<file path="src/rtl/spi_peripheral_tx_if.sv">
// Upstream byte handshake between the result/controller logic and the SPI transmitter.
interface spi_peripheral_tx_if #(
  parameter int DATA_W = 8
);
  logic [DATA_W-1:0] tx_data;
  logic              tx_valid;
  logic              tx_ready;
  logic              byte_sent;
  logic              underrun;

  modport master (
    output tx_data, tx_valid,
    input  tx_ready, byte_sent, underrun
  );

  modport slave (
    input  tx_data, tx_valid,
    output tx_ready, byte_sent, underrun
  );
endinterface

</file>
<file path="src/rtl/spi_peripheral_tx.sv">
// SPI mode-0 peripheral transmitter, fully in the clk domain with oversampled SCLK/CS.
// Optional saturating underrun counter enabled by defining SPI_TX_UNDERRUN_CNT_EN.
module spi_peripheral_tx #(
  parameter int               DATA_W      = 8,
  parameter int               SYNC_STAGES = 2,
  parameter logic [DATA_W-1:0] IDLE_BYTE  = '0
) (
  input  logic clk,
  input  logic rst_n,
  input  logic sclk_i,
  input  logic spi_cs_n_i,
  output logic cipo_o,
  output logic cipo_oe_o,
`ifdef SPI_TX_UNDERRUN_CNT_EN
  output logic [7:0] underrun_count_o,
`endif
  spi_peripheral_tx_if.slave tx_if
);

  localparam int CNT_W = (DATA_W > 1) ? $clog2(DATA_W) : 1;
  localparam logic [CNT_W-1:0] LAST_BIT = CNT_W'(DATA_W - 1);

  typedef enum logic {
    IDLE  = 1'b0,
    SHIFT = 1'b1
  } state_e;

  state_e            state_q, state_d;
  logic [DATA_W-1:0] shift_q, shift_d;
  logic [DATA_W-1:0] hold_q, hold_d;
  logic              hold_full_q, hold_full_d;
  logic [CNT_W-1:0]  bit_cnt_q, bit_cnt_d;
  logic              pending_q, pending_d;
  logic              cipo_q, cipo_d;
  logic              byte_sent_q, byte_sent_d;
  logic              underrun_q, underrun_d;
  logic              load;

  logic [SYNC_STAGES-1:0] sclk_sync_q;
  logic [SYNC_STAGES-1:0] cs_sync_q;
  logic                   sclk_prev_q;
  logic                   cs_prev_q;
  logic                   sclk_s, cs_s;
  logic                   sclk_rise, sclk_fall, cs_fall, cs_rise;

  // CS idles high so the chain resets to 1 and no false cs_fall appears at reset release.
  always_ff @(posedge clk or negedge rst_n) begin
    if (!rst_n) begin
      sclk_sync_q <= '0;
      cs_sync_q   <= '1;
      sclk_prev_q <= 1'b0;
      cs_prev_q   <= 1'b1;
    end else begin
      sclk_sync_q <= {sclk_sync_q[SYNC_STAGES-2:0], sclk_i};
      cs_sync_q   <= {cs_sync_q[SYNC_STAGES-2:0], spi_cs_n_i};
      sclk_prev_q <= sclk_sync_q[SYNC_STAGES-1];
      cs_prev_q   <= cs_sync_q[SYNC_STAGES-1];
    end
  end

  assign sclk_s    = sclk_sync_q[SYNC_STAGES-1];
  assign cs_s      = cs_sync_q[SYNC_STAGES-1];
  assign sclk_rise = sclk_s & ~sclk_prev_q;
  assign sclk_fall = ~sclk_s & sclk_prev_q;
  assign cs_fall   = ~cs_s & cs_prev_q;
  assign cs_rise   = cs_s & ~cs_prev_q;

  always_ff @(posedge clk or negedge rst_n) begin
    if (!rst_n) begin
      state_q     <= IDLE;
      shift_q     <= '0;
      hold_q      <= '0;
      hold_full_q <= 1'b0;
      bit_cnt_q   <= '0;
      pending_q   <= 1'b0;
      cipo_q      <= 1'b0;
      byte_sent_q <= 1'b0;
      underrun_q  <= 1'b0;
    end else begin
      state_q     <= state_d;
      shift_q     <= shift_d;
      hold_q      <= hold_d;
      hold_full_q <= hold_full_d;
      bit_cnt_q   <= bit_cnt_d;
      pending_q   <= pending_d;
      cipo_q      <= cipo_d;
      byte_sent_q <= byte_sent_d;
      underrun_q  <= underrun_d;
    end
  end

  always_comb begin
    state_d     = state_q;
    shift_d     = shift_q;
    hold_d      = hold_q;
    hold_full_d = hold_full_q;
    bit_cnt_d   = bit_cnt_q;
    pending_d   = pending_q;
    cipo_d      = cipo_q;
    byte_sent_d = 1'b0;
    underrun_d  = 1'b0;
    load        = 1'b0;

    // cs_rise outranks any SCLK edge seen in the same cycle.
    if (cs_rise) begin
      state_d   = IDLE;
      cipo_d    = 1'b0;
      bit_cnt_d = '0;
      pending_d = 1'b0;
    end else begin
      case (state_q)
        IDLE: begin
          if (cs_fall) begin
            load    = 1'b1;
            state_d = SHIFT;
          end
        end
        SHIFT: begin
          if (sclk_rise) begin
            if (bit_cnt_q == LAST_BIT) begin
              bit_cnt_d   = '0;
              byte_sent_d = 1'b1;
              pending_d   = 1'b1;
            end else begin
              bit_cnt_d = bit_cnt_q + 1'b1;
            end
          end else if (sclk_fall) begin
            if (pending_q) begin
              load      = 1'b1;
              pending_d = 1'b0;
            end else begin
              shift_d = {shift_q[DATA_W-2:0], 1'b0};
              cipo_d  = shift_q[DATA_W-2];
            end
          end
        end
        default: state_d = IDLE;
      endcase
    end

    if (load) begin
      if (hold_full_q) begin
        shift_d     = hold_q;
        hold_full_d = 1'b0;
      end else begin
        shift_d    = IDLE_BYTE;
        underrun_d = 1'b1;
      end
      cipo_d = shift_d[DATA_W-1];
    end

    // An underrun load leaves the register empty, so a same-cycle write is still taken.
    if (tx_if.tx_valid && !hold_full_q) begin
      hold_full_d = 1'b1;
      hold_d      = tx_if.tx_data;
    end
  end

  assign cipo_o          = cipo_q;
  assign cipo_oe_o       = (state_q == SHIFT);
  assign tx_if.tx_ready  = ~hold_full_q;
  assign tx_if.byte_sent = byte_sent_q;
  assign tx_if.underrun  = underrun_q;

`ifdef SPI_TX_UNDERRUN_CNT_EN
  logic [7:0] ucnt_q;

  always_ff @(posedge clk or negedge rst_n) begin
    if (!rst_n) begin
      ucnt_q <= '0;
    end else if (underrun_q && (ucnt_q != 8'hFF)) begin
      ucnt_q <= ucnt_q + 8'd1;
    end
  end

  assign underrun_count_o = ucnt_q;
`endif

endmodule

</file>
<file path="src/flat_wrapper.sv">
// flat-port wrapper written by rule: the top's interface ports become plain ports
module spi_peripheral_tx_flat 
#(
  parameter int               DATA_W      = 8,
  parameter int               SYNC_STAGES = 2,
  parameter logic [DATA_W-1:0] IDLE_BYTE  = '0
)
  (clk, rst_n, sclk_i, spi_cs_n_i, cipo_o, cipo_oe_o, tx_if_tx_data, tx_if_tx_valid, tx_if_tx_ready, tx_if_byte_sent, tx_if_underrun);
  spi_peripheral_tx_if #(.DATA_W(DATA_W)) tx_if_i ();
  input  logic clk;
  input  logic rst_n;
  input  logic sclk_i;
  input  logic spi_cs_n_i;
  output logic cipo_o;
  output logic cipo_oe_o;
  input wire logic [$bits(tx_if_i.tx_data)-1:0] tx_if_tx_data;
  input wire logic [$bits(tx_if_i.tx_valid)-1:0] tx_if_tx_valid;
  output wire logic [$bits(tx_if_i.tx_ready)-1:0] tx_if_tx_ready;
  output wire logic [$bits(tx_if_i.byte_sent)-1:0] tx_if_byte_sent;
  output wire logic [$bits(tx_if_i.underrun)-1:0] tx_if_underrun;
  assign tx_if_i.tx_data = tx_if_tx_data;
  assign tx_if_i.tx_valid = tx_if_tx_valid;
  assign tx_if_tx_ready = tx_if_i.tx_ready;
  assign tx_if_byte_sent = tx_if_i.byte_sent;
  assign tx_if_underrun = tx_if_i.underrun;
  spi_peripheral_tx #(.DATA_W(DATA_W), .SYNC_STAGES(SYNC_STAGES), .IDLE_BYTE(IDLE_BYTE)) u_core (.clk(clk), .rst_n(rst_n), .sclk_i(sclk_i), .spi_cs_n_i(spi_cs_n_i), .cipo_o(cipo_o), .cipo_oe_o(cipo_oe_o), .tx_if(tx_if_i));
endmodule
</file>
<file path="config.mk">
export PLATFORM = sky130hd
export DESIGN_NAME = spi_peripheral_tx_flat
export DESIGN_NICKNAME = d
export VERILOG_FILES = /design/src/rtl/spi_peripheral_tx_if.sv /design/src/rtl/spi_peripheral_tx.sv /design/src/flat_wrapper.sv
export SDC_FILE = /design/constraint.sdc
export NUM_CORES = 1
export LEC_CHECK = 0
export CAP_MARGIN = 20
export CELL_PAD_IN_SITES_DETAIL_PLACEMENT = 0
export CELL_PAD_IN_SITES_GLOBAL_PLACEMENT = 1
export CORE_AREA = 5 5 62 70
export CTS_CLUSTER_SIZE = 10
export DETAILED_ROUTE_END_ITERATION = 6
export DIE_AREA = 0 0 67 75
export PLACE_DENSITY = 0.8
export SLEW_MARGIN = 20
export SYNTH_ARGS = -nofsm -noshare
export SYNTH_HDL_FRONTEND = slang
export SYNTH_SLANG_ARGS = --single-unit
</file>
<file path="constraint.sdc">
create_clock -name clk -period 1.5 [get_ports clk]
set_input_delay 0.375 -clock clk [delete_from_list [all_inputs] [get_ports clk]]
set_output_delay 0.375 -clock clk [all_outputs]
set_load 0.02 [all_outputs]
</file>
=== After elaboration in Yosys (flattened, before gate mapping) ===
Cells that the tools add are included.
Widths: inputs -> output; s select.

* Register bits: 30
* Logic and storage cells: 83
* Output and inout port bits: 5
* Bits of input ports: 13

* Add/subtract/negate cells: 1
* Equal/unequal tests: 7
* Muxes and demuxes: 38
* Reduce and logical (&&, ||, !) cells: 14
* Bitwise logic cells: 10

{| class="wikitable"
|+ Operator list
! operator !! count
|-
| $mux 7 || 6
|-
| $mux 1 || 26
|-
| $mux 3 || 4
|-
| $reduce_bool 2->1 || 5
|-
| $reduce_bool 3->1 || 3
|-
| $mux 8 || 1
|-
| $ne 3x3->1 const B || 2
|-
| $not 1->1 || 6
|-
| $reduce_and 5->1 || 1
|-
| $and 1x1->1 || 4
|-
| $ne 2x1->1 const B || 2
|-
| $reduce_and 4->1 || 1
|-
| $add 3x1->3 const B || 1
|-
| $eq 3x3->1 const B || 1
|-
| $ne 3x2->1 const B || 1
|-
| $reduce_and 3->1 || 1
|-
| $ne 2x2->1 const B || 1
|-
| $pmux 1 s2 || 1
|-
| $reduce_and 2->1 || 1
|-
| $logic_and 1x1->1 || 1
|-
| $logic_not 1->1 || 1
|}

=== Logic depth before layout (Yosys ltp) ===
Gate-level depths: netlist (run 1).

* Word-level depth: 8
* Gate-level depth with buffers: 5
* Depth with buffers taken out: 5

=== Worst setup path after synthesis (run 1) ===
Ideal clock, no wire load.

* Kind: register to register
* From: register u_core.state_q, in the netlist u_core.cipo_oe_o
* To: register u_core.cipo_q, in the netlist u_core.cipo_o
* Setup slack: 0.049 ns
* Library setup time: 0.134 ns
* Data arrival time: 1.317 ns
* Clock period less this slack: 1.451 ns
* Cell stages (with the launch flop): 6
* Data required time: 1.366 ns
* Buffers on the path: 1
* Path through: dfrtp_1 > buf_6 > nand2_1 > or4_1 > a32oi_1 > a21oi_1

* Word-level cells in the longest chain between the ends: 5
* Elaborated cells on any way between the ends: 9
* Those cells by class: 2 x eq/ne; 3 x mux; 1 x bitwise; 3 x reduce/logical

{| class="wikitable"
|+ RTL lines
! item !! line !! source
|-
| start: declaration || spi_peripheral_tx.sv:28 || <nowiki>state_e state_q, state_d;</nowiki>
|-
| start signal: assignment || spi_peripheral_tx.sv:80 || <nowiki>state_q <= state_d;</nowiki>
|-
| $not 1->1 || spi_peripheral_tx.sv:111 || <nowiki>case (state_q)</nowiki>
|-
| $pmux 1 s2 || spi_peripheral_tx.sv:111 ||
|-
| $mux 1 || spi_peripheral_tx.sv:105 || <nowiki>if (cs_rise) begin</nowiki>
|-
| $ne 3x3->1 (no line) (tied with other cells) || - ||
|-
| $reduce_and 4->1 (no line) || - ||
|-
| end signal: assignment || spi_peripheral_tx.sv:86 || <nowiki>cipo_q <= cipo_d;</nowiki>
|-
| end: declaration || spi_peripheral_tx.sv:34 || <nowiki>logic cipo_q, cipo_d;</nowiki>
|}

Several ways; a longest one is shown, not always the timed one.
A chain may end at the register's enable or synchronous reset.

=== Worst setup path after layout (run 1) ===
* From: register u_core.state_q, in the netlist u_core.cipo_oe_o
* To: output cipo_oe_o

{| class="wikitable"
|+ RTL lines
! item !! line !! source
|-
| end: declaration || flat_wrapper.sv:15 || <nowiki>output logic cipo_oe_o;</nowiki>
|}

No word-level cell between the ends.

==> results of run 1 <==
sequential cells by signal, summed over array words and instances (netlist names), 2 cells and up:
| register | cells |
|---|---|
| u_core.bit_cnt_q | 3 |
| u_core.sclk_sync_q | 2 |
| u_core.hold_q | 8 |
| u_core.shift_q | 7 |
| u_core.cs_sync_q | 2 |
worst max path at each step:
stage | end | slack (ns) | cells after the start
after floorplan | u_core.cipo_o$_DFFE_PN0P_ | 0.05 | 5
after global placement | u_core.hold_q[3]$_DFFE_PN0P_ | -0.1 | 4
after detailed placement | u_core.hold_q[6]$_DFFE_PN0P_ | -0.13 | 4
after CTS | u_core.shift_q[4]$_DFFE_PN0P_ | 0.02 | 4
after global routing | u_core.cipo_o$_DFFE_PN0P_ | -0.03 | 4
final | cipo_oe_o | 0.03 | 1
cell usage after synthesis (all sizes together):
| cell | number | area [sq um] |
|---|---|---|
| nand2 | 9 | 33.8 |
| and3 | 2 | 12.5 |
| nor3 | 2 | 15.0 |
| ha | 2 | 25.0 |
| mux2 | 8 | 90.1 |
| nor2b | 2 | 12.5 |
| nor3b | 1 | 12.5 |
| a32o | 1 | 10.0 |
| a31o | 1 | 17.5 |
| inv | 3 | 11.3 |
| mux2i | 2 | 20.0 |
| nand3 | 2 | 10.0 |
| and3b | 3 | 28.8 |
| dfrtp | 27 | 676 |
| o22a | 2 | 17.5 |
| or2 | 1 | 6.26 |
| or4 | 1 | 7.51 |
| buf | 4 | 26.3 |
| and2 | 1 | 6.26 |
| a22o | 3 | 26.3 |
| a32oi | 1 | 8.76 |
| a21oi | 8 | 40.0 |
| a211oi | 1 | 7.51 |
| o21ai | 7 | 35.0 |
| nand2b | 1 | 6.26 |
| nor2 | 5 | 18.8 |
| nand3b | 2 | 15.0 |
| dfstp | 3 | 78.8 |
| nand4 | 1 | 6.26 |
| o21bai | 1 | 7.51 |
what timing repair did:
item	CTS	global route
gates resized for setup	6	4
setup endpoints to repair	8	4
hold buffers	0	0
power groups by stage:
stage / registers (uW) / logic (uW) / clock network (uW)
floorplan: 1130 / 377 / 0
global placement: 1160 / 548 / 0
detailed placement: 1170 / 572 / 0
CTS: 1150 / 559 / 666
global route: 1190 / 615 / 704
finish: 1160 / 552 / 641
cell usage in the layout, fill, tap and decap left out, types with 4 or more instances in the layout:
cell type        instances
a21oi_1                  7
buf_4                    7
clkbuf_8                 6
clkdlybuf4s50_1         12
dfrtp_1                 27
dlygate4sd2_1            4
mux2_2                   8
nand2_1                  9
nor2_1                   5
o21ai_0                  7
cell type report:
class                      instances  share of cell area (%)
clock inverter                     1                   0.299
timing repair buffer              25                    14.2
inverter                           3                   0.673
tap                               50                    3.74
multi-input combinational         70                    30.9
sequential                        30                    45.1
clock buffer                       7                    5.16
per-layer routing:
layer	up-vias	track usage (%)
met5	-	0
met4	0	7.43
met3	7	3.88
met2	18	18.0
met1	453	13.0
li1	436	-
per-stage QoR:
step | util, % | hold slack [ns] | setup slack (ns)
after floorplan | - | 0.0794 | 0.0488
after global placement | 44.3 | 0.334 | -0.0972
after detailed placement | 44.3 | 0.335 | -0.127
after CTS | 46.8 | 0.348 | 0.0197
after global routing | 47.3 | 0.357 | -0.0322
final | 47.3 | 0.346 | 0.0344
cells by family after synthesis:
group | Yosys count
fa+ha+maj | 2
mux | 10
buf+inv | 7
simple gates | 33
flops | 30
compound gates | 25
==> impl_results.md, run 1 <==
* Routed vias/inst at just under 5
* Iteration-0 DRC Markers at 25
* Num Clock Sinks at 30
* Worst Setup SP: u_core.cipo_oe_o$_DFF_PN0_
* Crit path time final at approximately 1.5 ns
* Total CTS buffers at 5
* Final Wtd Congestion at ~0.74
* Final instance area at 1670 sq um
* Seq/Total Area, Yosys at roughly three fifths
* Die area at about 5000 sq um
* Crit path cell chain: clkdlybuf4s15_1
* Tot Pwr at roughly 2300 uW
* Mapped Avg Cell Area at about 12 sq um
* Detail Route Antenna Nets at 0
* Hold path depth at 0
* Remaining Overflow, GRT at 0
* Arrival time at the worst endpoint at 1.09 ns
* Final critical-path share of the clock period at between 90% and 100%
* Setup violators final at 0
* Final nets at 150
* Yosys warnings at 0
* Switching share of total power at a little over a quarter
* Worst skew pair latency at around 0.27 ns
* Relative slew slack at about three quarters
* Post-Layout Cell Count at about 190
* Avg WL per Cell at ~13 um
* Post-CTS Setup Inserts at 0
* Worst-path clk slew at 0.06 ns
* Vias post-DR at around 910
* N_diodes at 0
* CP max stage cell: dfrtp_1
* Post-Synth Simple-Gate Area at between 10% and 20%
* Routed length on met3 at 116 um
* Comb power frac at a little under a quarter
* Post-route DRC at 0
* Pins over their slew limit at 0
* CTS max path bufs at 2
* Mux cell area share after synthesis at around 8.5%
* Critical path class: reg2out
* Post-synth cell types at 33
* Synthesized cell area at 1290 sq um
* Register-to-Register Path Depth at 4
* Syn_nets at approximately 120
* Drt first pass iters at 4
* Number of synthesized register bits at 30
* Num rows at 23
* Post-place instance area at 1570 sq um
* Multi-input gate area at 517 sq um
* Synth Area in Compound Gates at between 10% and 20%
* CTS tree: yes
* Total routed wirelength at ~2.4 mm
* Worst r2r dst: u_core.shift_q[4]$_DFFE_PN0P_
* Quantity of I/O buffers inserted on ports at 17
* Hold_sp: u_core.sclk_sync_q[0]$_DFF_PN0_
* WP buf/inv at 1
* Vias in the first global route at 969
* CP required at around 1.1 ns
* Hold EP: u_core.sclk_sync_q[1]$_DFF_PN0_
* Seq pwr share at just under 50%
* Die Height at around 75 um
* Unrepaired setup endpoints after global routing: yes
* Power Density at approximately 1400 nW/um^2
* Initial antenna violation count at 0
* Largest family of logic cells by synthesized area: simple AND/OR/NAND/NOR gates
* Setup TNS at 0 ns
* CP endpoint kind: output port
* Endpoints failing hold at 0
* XOR/XNOR Fraction of Synth Area at 0%
* Number of cells after detailed placement at roughly 180
* GR Util All Layers at between 10% and 20%
* Fill count at ~350
* Cells after synthesis at about 110
* Metal2 WL at approximately 1.2 mm
* First-pass GRT wire length at around 4.2 mm
* Die width at roughly 67 um
* Run status: finished clean
* HPWL after detailed placement at roughly 1.8 mm
* Max-capacitance violation count at 0
* Largest net degree at the start of global routing at 31
* Area growth, synth to finish at 29.9%
* Share of cells above drive strength 1 at between 20% and 30%
* RR Startpoint: u_core.cs_sync_q[1]$_DFF_PN1_
* Worst R2R Setup Slack at 0.07 ns
* Cell Int Power at 1710 uW
* Clk network pwr share at 27.3%
* Top Ports at 18
* Metal-1 WL at about 1 mm
* VDD IR max at ~1.0 mV
* Top layer in use: met4
* Static leakage power at 0.000771 uW
* Switching power at 642 uW
* Crit path launch type: flop
* Adder-Cell Fraction of Synth Area at under 10%
* Hold/Removal Path Class: reg2reg
* Core box area at ~3500 sq um
* Clock tree root driver cell: clkbuf_8
* Crit Path Max Fanout at 6
* Max Clk Rate at between 600 and 700 MHz
* Clk_skew at 0.00322 ns
* CP max stage delay at ~0.47 ns
* Initial Utilization at 36.4%
* Worst slew pin tran at 0.368 ns
* Register area at 754 sq um
* CP top delay family: flip-flops
* H-tree depth at 2
No activity file was read; power rests on OpenSTA's default activity.
==> inputs of run 2 (changes only) <==
- MAX_ROUTING_LAYER: default -> met4
==> impl_results.md, run 2 (same netlist as run 1, synthesis figures left out) <==
* Quantity of I/O buffers inserted on ports at 17 (unchanged)
* CP max stage delay at 0.47 ns (about the same)
* Final Wtd Congestion at 0.750 (was 0.740)
* HPWL after detailed placement at 1.78 mm (unchanged)
* Endpoints failing hold at 0 (unchanged)
* Relative slew slack at 75.5% (unchanged)
* Core box area at 3540 sq um (unchanged)
* Num Clock Sinks at 30 (unchanged)
* WP buf/inv at 1 (unchanged)
* Top reg by flops: u_core.hold_q (unchanged)
* Run status: finished clean (unchanged)
* Total routed wirelength at 2.36 mm (unchanged)
* CP max stage cell: dfrtp_1 (unchanged)
* Power Density at 1400 nW/um^2 (unchanged)
* CP required at 1.12 ns (about the same)
* Iteration-0 DRC Markers at 26 (was 25)
* CTS tree: yes (unchanged)
* Clk_skew at 0.00322 ns (unchanged)
* Static leakage power at 0.000771 uW (unchanged)
* Vias in the first global route at 969 (unchanged)
* Routed vias/inst at 4.91 (unchanged)
* Top Ports at 18 (unchanged)
* Initial Utilization at 36.4% (unchanged)
* Pins over their slew limit at 0 (unchanged)
* Clock tree root driver cell: clkbuf_8 (unchanged)
* Total CTS buffers at 5 (unchanged)
* Arrival time at the worst endpoint at 1.09 ns (about the same)
* Initial antenna violation count at 0 (unchanged)
* First-pass GRT wire length at 4.17 mm (unchanged)
* Critical path class: reg2out (unchanged)
* H-tree depth at 2 (unchanged)
* Largest net degree at the start of global routing at 31 (unchanged)
* Worst slew pin tran at 0.368 ns (unchanged)
* VDD IR max at 1.01 mV (unchanged)
* Drt first pass iters at 4 (unchanged)
* Post-CTS Setup Inserts at 0 (unchanged)
* Max-capacitance violation count at 0 (unchanged)
* Crit path cell chain: clkdlybuf4s15_1 (unchanged)
* Post-CTS Hold Fix Bufs at 0 (unchanged)
* Vias post-DR at 914 (unchanged)
* Max Clk Rate at 682 MHz (unchanged)
* Tot Pwr at 2350 uW (unchanged)
* GR Util All Layers at 11.7% (was 11.4%)
* Hold/Removal Path Class: reg2reg (unchanged)
* Post-route DRC at 0 (unchanged)
* Setup violators final at 0 (unchanged)
* Unrepaired setup endpoints after global routing: yes (unchanged)
* Setup TNS at 0 ns (unchanged)
* Post-CTS sizing at 6 (unchanged)
* Die area at 5030 sq um (unchanged)
* Crit Path Max Fanout at 6 (unchanged)
* Die Height at 75 um (unchanged)
* Most common cell after layout, fill and taps aside: dfrtp_1 (unchanged)
* Detail Route Antenna Nets at 0 (unchanged)
* Remaining Overflow, GRT at 0 (unchanged)
* Share of cells above drive strength 1 at 25.0% (unchanged)
* End-of-flow core utilization at 47.3% (unchanged)
* Final critical-path share of the clock period at 97.7% (unchanged)
* Worst skew pair latency at 0.27 ns (about the same)
* Final nets at 150 (unchanged)
* Die width at 67 um (unchanged)
* Largest registers: u_core.hold_q x8, u_core.shift_q x7, u_core.bit_cnt_q x3 (unchanged)
* CP endpoint kind: output port (unchanged)
* Worst-path clk slew at 0.06 ns (about the same)
* Crit path launch type: flop (unchanged)
* Largest register FFs at 8 (unchanged)
* CTS max path bufs at 2 (unchanged)
* Avg WL per Cell at 12.7 um (unchanged)
* N_diodes at 0 (unchanged)
* Crit path time final at 1.47 ns (unchanged)
* Most frequent cells in the layout: dfrtp_1 (27), clkdlybuf4s50_1 (12), nand2_1 (9), mux2_2 (8) (unchanged)
* Num rows at 23 (unchanged)
* Area growth, synth to finish at 29.9% (unchanged)
* CP top delay family: flip-flops (unchanged)
run 2: cell counts in the layout (fill, tap and decap cells not counted):
Identical to the previous run, type by type.
run 2: cell type report:
class,instances,area [sq um]
Fill cell,345,1870
Sequential cell,30,754
Multi-Input combinational cell,70,517
Timing Repair Buffer,25,238
Clock buffer,7,86.3
Tap cell,50,62.6
Inverter,3,11.3
Clock inverter,1,5.00
run 2: layer usage:
| layer | vias up | GRT usage (%) | wire length (um) |
|---|---|---|---|
| met4 | 0 | 7.43 | 61 |
| li1 | 436 | - | - |
| met1 | 453 | 13.1 | 1030 |
| met5 | - | - | 0 |
| met2 | 18 | 18.0 | 1170 |
| met3 | 7 | 3.73 | 110 |
run 2: power breakdown:
part / switching (uW) / total (uW) / internal (uW)
Clock: 272 / 641 / 369
Combinational: 243 / 552 / 308
Sequential: 126 / 1160 / 1030
run 2: path summary, 6_finish.rpt:
path,from,end,slack (ns),cells after the start
max,u_core.cipo_oe_o$_DFF_PN0_,cipo_oe_o,0.03,1
min,u_core.sclk_sync_q[0]$_DFF_PN0_,u_core.sclk_sync_q[1]$_DFF_PN0_,0.35,0
max reg2reg,u_core.cs_sync_q[1]$_DFF_PN1_,u_core.shift_q[4]$_DFFE_PN0P_,0.07,4
min reg2reg,u_core.sclk_sync_q[0]$_DFF_PN0_,u_core.sclk_sync_q[1]$_DFF_PN0_,0.35,0
max in group asynchronous,rst_n,u_core.cs_sync_q[0]$_DFF_PN1_,0.81,2
min in group asynchronous,rst_n,u_core.cipo_oe_o$_DFF_PN0_,0.46,2
run 2: per-stage QoR:
step                instance area (sq um)  setup slack [ns]  instances  hold WS (ns)
detailed placement                   1570            -0.127        178         0.335
floorplan                            1290            0.0488        107        0.0794
global placement                     1570           -0.0972        178         0.334
CTS                                  1660            0.0197        186         0.348
global route                         1670           -0.0322        186         0.357
finish                               1670            0.0344        186         0.346
